<file path="config.mk">
export PLATFORM = sky130hd
export DESIGN_NAME = matrix_capture_scheduler
export DESIGN_NICKNAME = d
export VERILOG_FILES = /design/src/rtl/matrix_capture_scheduler.sv
export SDC_FILE = /design/constraint.sdc
export NUM_CORES = 1
export LEC_CHECK = 0
export CAP_MARGIN = 20
export CORE_UTILIZATION = 30
export DETAILED_ROUTE_END_ITERATION = 6
export SYNTH_ARGS = -nofsm -noshare
export SYNTH_HDL_FRONTEND = slang
export SYNTH_SLANG_ARGS = --single-unit
</file>
<file path="constraint.sdc">
create_clock -name I_rgb_clk -period 9 [get_ports I_rgb_clk]
set_input_delay 1.35 -clock I_rgb_clk [delete_from_list [all_inputs] [get_ports I_rgb_clk]]
set_output_delay 1.35 -clock I_rgb_clk [all_outputs]
set_load 0.03 [all_outputs]
</file>
<file path="src/rtl/matrix_capture_scheduler.sv">
// Per-frame capture controller: arms on a frame start, decimates the active picture
// to OUT_W x OUT_H with Bresenham accumulators and issues matrix write strobes.
module matrix_capture_scheduler #(
   parameter int MAX_WIDTH  = 1920,
   parameter int MAX_HEIGHT = 1080,
   parameter int OUT_W      = 32,
   parameter int OUT_H      = 16
) (
   input  logic                            I_rgb_clk,
   input  logic                            I_rst,
   input  logic                            I_enable,
   input  logic                            I_new_frame,
   input  logic                            I_rgb_de,
   input  logic [$clog2(MAX_WIDTH)-1:0]    I_image_width,
   input  logic [$clog2(MAX_HEIGHT)-1:0]   I_image_height,
   input  logic                            I_width_valid,
   input  logic                            I_height_valid,
   input  logic                            I_buf_ready,
   output logic                            O_wr_en,
   output logic [$clog2(OUT_W)-1:0]        O_wr_x,
   output logic [$clog2(OUT_H)-1:0]        O_wr_y,
   output logic [$clog2(OUT_W*OUT_H)-1:0]  O_wr_addr,
   output logic                            O_busy,
   output logic                            O_frame_done,
   output logic                            O_frame_skip,
   output logic                            O_frame_abort,
   output logic                            O_err_size
);
   localparam int WW  = $clog2(MAX_WIDTH);
   localparam int HW  = $clog2(MAX_HEIGHT);
   localparam int XW  = $clog2(OUT_W);
   localparam int YW  = $clog2(OUT_H);
   localparam int AW  = $clog2(OUT_W*OUT_H);
   localparam int AXW = WW + 1;
   localparam int AYW = HW + 1;
   localparam int XCW = XW + 1;

   typedef enum logic [1:0] {
      IDLE       = 2'd0,
      WAIT_FRAME = 2'd1,
      CAPTURE    = 2'd2,
      DONE       = 2'd3
   } state_t;

   state_t           state_r;
   logic [WW-1:0]    w_r;
   logic [HW-1:0]    h_r;
   logic [AXW-1:0]   ax_r;
   logic [AYW-1:0]   ay_r;
   logic [XCW-1:0]   x_cnt_r;
   logic [YW-1:0]    y_cnt_r;
   logic             row_sel_r;
   logic             de_d_r;

   logic             size_ok_s, frame_start_s, in_cap_s, line_start_s, line_end_s, pix_s;
   logic [WW-1:0]    w_cur_s;
   logic [HW-1:0]    h_cur_s;
   logic [AYW-1:0]   ay_base_s, sy_s, ay_nxt_s;
   logic [AXW-1:0]   ax_base_s, sx_s, ax_nxt_s;
   logic [XCW-1:0]   xc_base_s;
   logic [YW-1:0]    y_cur_s;
   logic             row_hit_s, col_hit_s, row_cur_s, wr_s;
   logic [AW-1:0]    addr_s;

   // Frame-start cycle processes its own pixel with freshly latched sizes and cleared accumulators.
   always_comb begin
      size_ok_s     = I_width_valid & I_height_valid &
                      (I_image_width >= WW'(OUT_W)) & (I_image_height >= HW'(OUT_H));
      frame_start_s = I_new_frame & I_enable & size_ok_s & I_buf_ready &
                      ((state_r == WAIT_FRAME) | (state_r == CAPTURE));
      in_cap_s      = (state_r == CAPTURE) & ~I_new_frame;
      line_start_s  = frame_start_s | (in_cap_s & I_rgb_de & ~de_d_r);
      line_end_s    = in_cap_s & ~I_rgb_de & de_d_r & row_sel_r;
      pix_s         = I_rgb_de & (frame_start_s | in_cap_s);
      w_cur_s       = frame_start_s ? I_image_width  : w_r;
      h_cur_s       = frame_start_s ? I_image_height : h_r;
      ay_base_s     = frame_start_s ? {AYW{1'b0}} : ay_r;
      ax_base_s     = line_start_s  ? {AXW{1'b0}} : ax_r;
      xc_base_s     = line_start_s  ? {XCW{1'b0}} : x_cnt_r;
      y_cur_s       = frame_start_s ? {YW{1'b0}}  : y_cnt_r;
      sy_s          = ay_base_s + AYW'(OUT_H);
      row_hit_s     = sy_s >= {1'b0, h_cur_s};
      ay_nxt_s      = row_hit_s ? (sy_s - {1'b0, h_cur_s}) : sy_s;
      row_cur_s     = line_start_s ? row_hit_s : row_sel_r;
      sx_s          = ax_base_s + AXW'(OUT_W);
      col_hit_s     = sx_s >= {1'b0, w_cur_s};
      ax_nxt_s      = col_hit_s ? (sx_s - {1'b0, w_cur_s}) : sx_s;
      wr_s          = pix_s & row_cur_s & col_hit_s & (xc_base_s < XCW'(OUT_W));
      addr_s        = AW'(y_cur_s) * AW'(OUT_W) + AW'(xc_base_s[XW-1:0]);
   end

   // Capture FSM, decimation state and registered outputs.
   always_ff @(posedge I_rgb_clk) begin
      if (I_rst) begin
         state_r       <= IDLE;
         w_r           <= {WW{1'b0}};
         h_r           <= {HW{1'b0}};
         ax_r          <= {AXW{1'b0}};
         ay_r          <= {AYW{1'b0}};
         x_cnt_r       <= {XCW{1'b0}};
         y_cnt_r       <= {YW{1'b0}};
         row_sel_r     <= 1'b0;
         de_d_r        <= 1'b0;
         O_wr_en       <= 1'b0;
         O_wr_x        <= {XW{1'b0}};
         O_wr_y        <= {YW{1'b0}};
         O_wr_addr     <= {AW{1'b0}};
         O_busy        <= 1'b0;
         O_frame_done  <= 1'b0;
         O_frame_skip  <= 1'b0;
         O_frame_abort <= 1'b0;
         O_err_size    <= 1'b0;
      end else begin
         de_d_r        <= I_rgb_de;
         O_err_size    <= ~size_ok_s;
         O_wr_en       <= wr_s;
         O_wr_x        <= xc_base_s[XW-1:0];
         O_wr_y        <= y_cur_s;
         O_wr_addr     <= addr_s;
         O_frame_done  <= 1'b0;
         O_frame_skip  <= 1'b0;
         O_frame_abort <= 1'b0;

         if (pix_s)             ax_r <= ax_nxt_s;
         else if (line_start_s) ax_r <= {AXW{1'b0}};

         if (line_start_s) begin
            ay_r      <= ay_nxt_s;
            row_sel_r <= row_hit_s;
         end

         if (wr_s)              x_cnt_r <= xc_base_s + XCW'(1);
         else if (line_start_s) x_cnt_r <= {XCW{1'b0}};

         if (frame_start_s) begin
            w_r     <= I_image_width;
            h_r     <= I_image_height;
            y_cnt_r <= {YW{1'b0}};
         end else if (line_end_s && (y_cnt_r != YW'(OUT_H - 1))) begin
            y_cnt_r <= y_cnt_r + YW'(1);
         end

         case (state_r)
            IDLE: begin
               if (I_enable) state_r <= WAIT_FRAME;
            end
            WAIT_FRAME: begin
               if (!I_enable) begin
                  state_r <= IDLE;
               end else if (frame_start_s) begin
                  state_r <= CAPTURE;
                  O_busy  <= 1'b1;
               end else if (I_new_frame && size_ok_s && !I_buf_ready) begin
                  O_frame_skip <= 1'b1;
               end
            end
            CAPTURE: begin
               if (I_new_frame) begin
                  O_frame_abort <= 1'b1;
                  if (!frame_start_s) begin
                     state_r <= I_enable ? WAIT_FRAME : IDLE;
                     O_busy  <= 1'b0;
                  end
               end else if (line_end_s && (y_cnt_r == YW'(OUT_H - 1))) begin
                  state_r <= DONE;
                  O_busy  <= 1'b0;
               end
            end
            DONE: begin
               O_frame_done <= 1'b1;
               state_r      <= I_enable ? WAIT_FRAME : IDLE;
            end
            default: begin
               state_r <= IDLE;
               O_busy  <= 1'b0;
            end
         endcase
      end
   end
endmodule

</file>
==> impl_summary.txt <==
----------------------------------------------------
[Synth]
  FF+latch count, synth ... 75
  Top cells by instance count after synthesis ... dfxtp_1 (75), nor2_1 (73), nand2_1 (56), ha_1 (31), a21oi_1 (29)
  Cell area after synthesis ... 4623 um2
  Synth warnings ... 0
  Sequential area share after synthesis ... 32.48%
  Most common cell in the netlist ... dfxtp_1
  Number of synthesized flops with an enable pin ... 0
  Mapped Nets ... 611
  Mapped Avg Cell Area ... 8.436 um2
  Most area-hungry cell type in the Yosys netlist ... dfxtp_1
  Async set or reset register ratio after synthesis ... 0%
  Top post-synthesis cells by area ... dfxtp_1 (32%), ha_1 (8.4%), mux2i_1 (6.1%)
  Count of mapped cells out of synthesis ... 548
  Area share of the largest cell type after synthesis ... 32.48%
  Number of distinct library cells after synthesis ... 70
  Post-synth top flop ... dfxtp_1

[STA]
  Worst-Margin Slew ... 0.8696 ns
  Count of final hold-check violations ... 0
  Number of pins exceeding their max-slew limit in the final report ... 0
  Unrepaired setup endpoints after global routing ... no
  Maximum operating frequency ... 166.6 MHz
  Tightest hold margin ... 0.4518 ns
  Final critical-path share of the clock period ... 66.71%
  Fin worst setup slack ... 2.996 ns
  Worst slew slack as a fraction of its limit ... 41.89%
  Final count of negative-setup-slack endpoints ... 0
  Worst Skew ... 0.008954 ns
  Minimum clock period ... 6.004 ns
  Setup TNS ... 0 ns

[Finish]
  Core Util, Final ... 36.72%
  # nets final ... 652
  Post-route non-filler standard cell count ... 782
  Number of diodes added for antenna fixing ... 0
  Design area ... 5562 um2
  Layout overhead on the synthesized area ... 20.30%
  Proportion of layout cells with a drive suffix above 1 ... 7.407%

[Place]
  Detailed Place HPWL ... 8599 um
  Buffers added on ports ... 53
  Total placed cells including tap cells ... 766
  Setup slack after placement ... 2.618 ns
  Placement-stage cell area ... 5249 um2
  Routability-driven placement congestion ratio ... 0.8656

[Worst hold path]
  Hold Crit Class ... register to register
  Critical hold path startpoint ... x_cnt_r[5]

[Setup path]
  Worst-path cell chain ... clkdlybuf4s50_1 -> nor3_1 -> a22oi_1 -> nand2_1 -> buf_4 -> mux2i_1 -> inv_1 -> fa_1 -> nand2b_1 -> a211o_1 -> a31oi_1 -> o21ai_2 -> a21oi_4 -> o211ai_1 -> mux2_1
  Nature of the critical path startpoint ... input port
  R2R Path End ... x_cnt_r[4]
  Endpoint arrival time on the critical path ... 6.25 ns
  Worst reg2reg path depth ... 16
  Maximum fanout along the worst path ... 20
  RR Startpoint ... state_r[0]
  CP required ... 9.24 ns
  CP max-delay cell ... nand2_1
  Timing startpoint of the critical path ... I_image_height[5]
  Crit. End Element ... register
  Capturing instance or port of the critical path ... x_cnt_r[4]
  Worst stage delay on the critical path ... 0.70 ns
  Worst Setup Path Type ... input port to register
  Reg2reg setup slack ... 4.33 ns

[Floorplanning]
  Area of the die ... 15910 um2
  Chip Width ... 126.1 um
  I/O pin cnt ... 54
  Effective utilization at floorplan ... 30.52%
  Vertical extent of the die ... 126.1 um
  Core area ... 15150 um2
  Site row count ... 45

[Detailed routing]
  DRC marker count from the first detailed-route iteration ... 314
  Post-DR wirelength/cell ... 14.63 um
  DR vias/cell ... 5.223
  Via count ... 4084
  DRC violations left ... 0
  Wire length after detailed routing ... 11440 um
  Length of the first detailed-routing pass in iterations ... 5
  Post-detailed-route count of antenna-violating nets ... 0

[Clocking]
  Master cell of the clock root buffer ... clkbuf_16
  CTS Hold Bufs ... 0
  Setup Buffers After CTS ... 0
  Number of levels in the clock H-tree ... 3
  Clock slew at reported path FFs ... 0.07 ns
  TritonCTS clock tree ... done
  Clock buffers created by TritonCTS ... 9
  Insertion delay to the later sink of the worst-skew pair ... 0.35 ns
  Clock sink count ... 75
  Gates resized, CTS repair ... 0
  Deepest clock path buffer count ... 2

[Global route]
  Maximum number of pins on one net before global-route repair ... 56
  First-pass GRT wire length ... 18910 um
  Global Route Usage Sum ... 15.09%
  Vias in the first global route ... 3915
  Gr ovfl total ... 0
  Number of antenna violations at the first check in global routing ... 0

[Status]
  Outcome ... complete, no violations

[Power and ir drop]
  Standby leakage power ... 2.374 nW
  Cell area power density ... 144.2 nW/um2
  Worst ir drop on vdd ... 0.09300 mV
  Overall power ... 0.8018 mW

[Flow run]
  Max cap viols ... 0

----------------------------------------------------
## sequential cells by signal (all words and copies together) (netlist names)
register and cells:
h_r 11, O_frame_abort 1, O_wr_addr 1, w_r 11, O_wr_y 4, O_wr_x 4, O_frame_done 1, ay_r 12
O_frame_skip 1, O_wr_en 1, O_busy 1, row_sel_r 1, O_err_size 1, y_cnt_r 4, x_cnt_r 6, state_r 2
de_d_r 1, ax_r 12
## kinds of logic (layout without fill, tap and decap cells)
family	Yosys count	in the layout	synth area share [%]
buffers and inverters	43	89	4.790
adder cells (fa/ha/maj)	33	33	9.256
AO/OA/AOI/OAI	119	119	18.73
multiplexers	32	32	7.036
XOR/XNOR	22	22	4.168
AND/OR/NAND/NOR	224	224	23.55
flip-flops	75	75	32.48
## cell usage in the layout (no fill, tap or decap), drive strengths merged, types with 12 or more instances in the layout
| cell type | n |
|---|---|
| ha | 31 |
| and3 | 12 |
| xor2 | 13 |
| clkdlybuf4s50 | 52 |
| dfxtp | 75 |
| mux2i | 28 |
| nor2 | 74 |
| nand3 | 23 |
| nand2 | 56 |
| o21ai | 22 |
| a21oi | 32 |
| and2 | 12 |
| inv | 22 |
## critical path: cells and delay by family
family                   cells  cell delay, ns
AND/OR/NAND/NOR              3            1.40
AO/OA/AOI/OAI                6            1.43
multiplexers                 2            0.66
adder cells (fa/ha/maj)      1            0.45
buffers and inverters        3            0.95
## worst min path at each step
stage / to / slack [ns] / depth (start not counted)
floorplan: ax_r[11] / 0.43 / 2
global placement: x_cnt_r[5] / 0.44 / 2
detailed placement: x_cnt_r[5] / 0.44 / 2
CTS: x_cnt_r[5] / 0.45 / 2
global route: ax_r[11] / 0.49 / 2
finish: x_cnt_r[5] / 0.45 / 2
## layer usage
layer / wire length [um] / share of wire [%] / up-vias / track usage [%]
met5: 0 / 0 / - / 0
met3: 655 / 5.7 / 25 / 5.310
li1: - / - / 2035 / -
met1: 5437 / 48 / 1902 / 18.91
met4: 274 / 2.4 / 0 / 5.386
met2: 5073 / 44 / 122 / 23.85
## cell type report
| cell class | instances | area (um2) |
|---|---|---|
| Multi-Input combinational cell | 430 | 2900 |
| Fill cell | 1535 | 9584 |
| Sequential cell | 75 | 1501 |
| Timing Repair Buffer | 56 | 548.0 |
| Tap cell | 188 | 235.2 |
| Inverter | 17 | 63.81 |
| Clock buffer | 9 | 225.2 |
| Clock inverter | 7 | 87.58 |
## power breakdown
| part | switching [mW] | internal [mW] |
|---|---|---|
| Clock | 0.160 | 0.222 |
| Combinational | 0.0479 | 0.0357 |
| Sequential | 0.00193 | 0.335 |
| Total | 0.210 | 0.592 |
No activity file was read; power rests on OpenSTA's default activity.
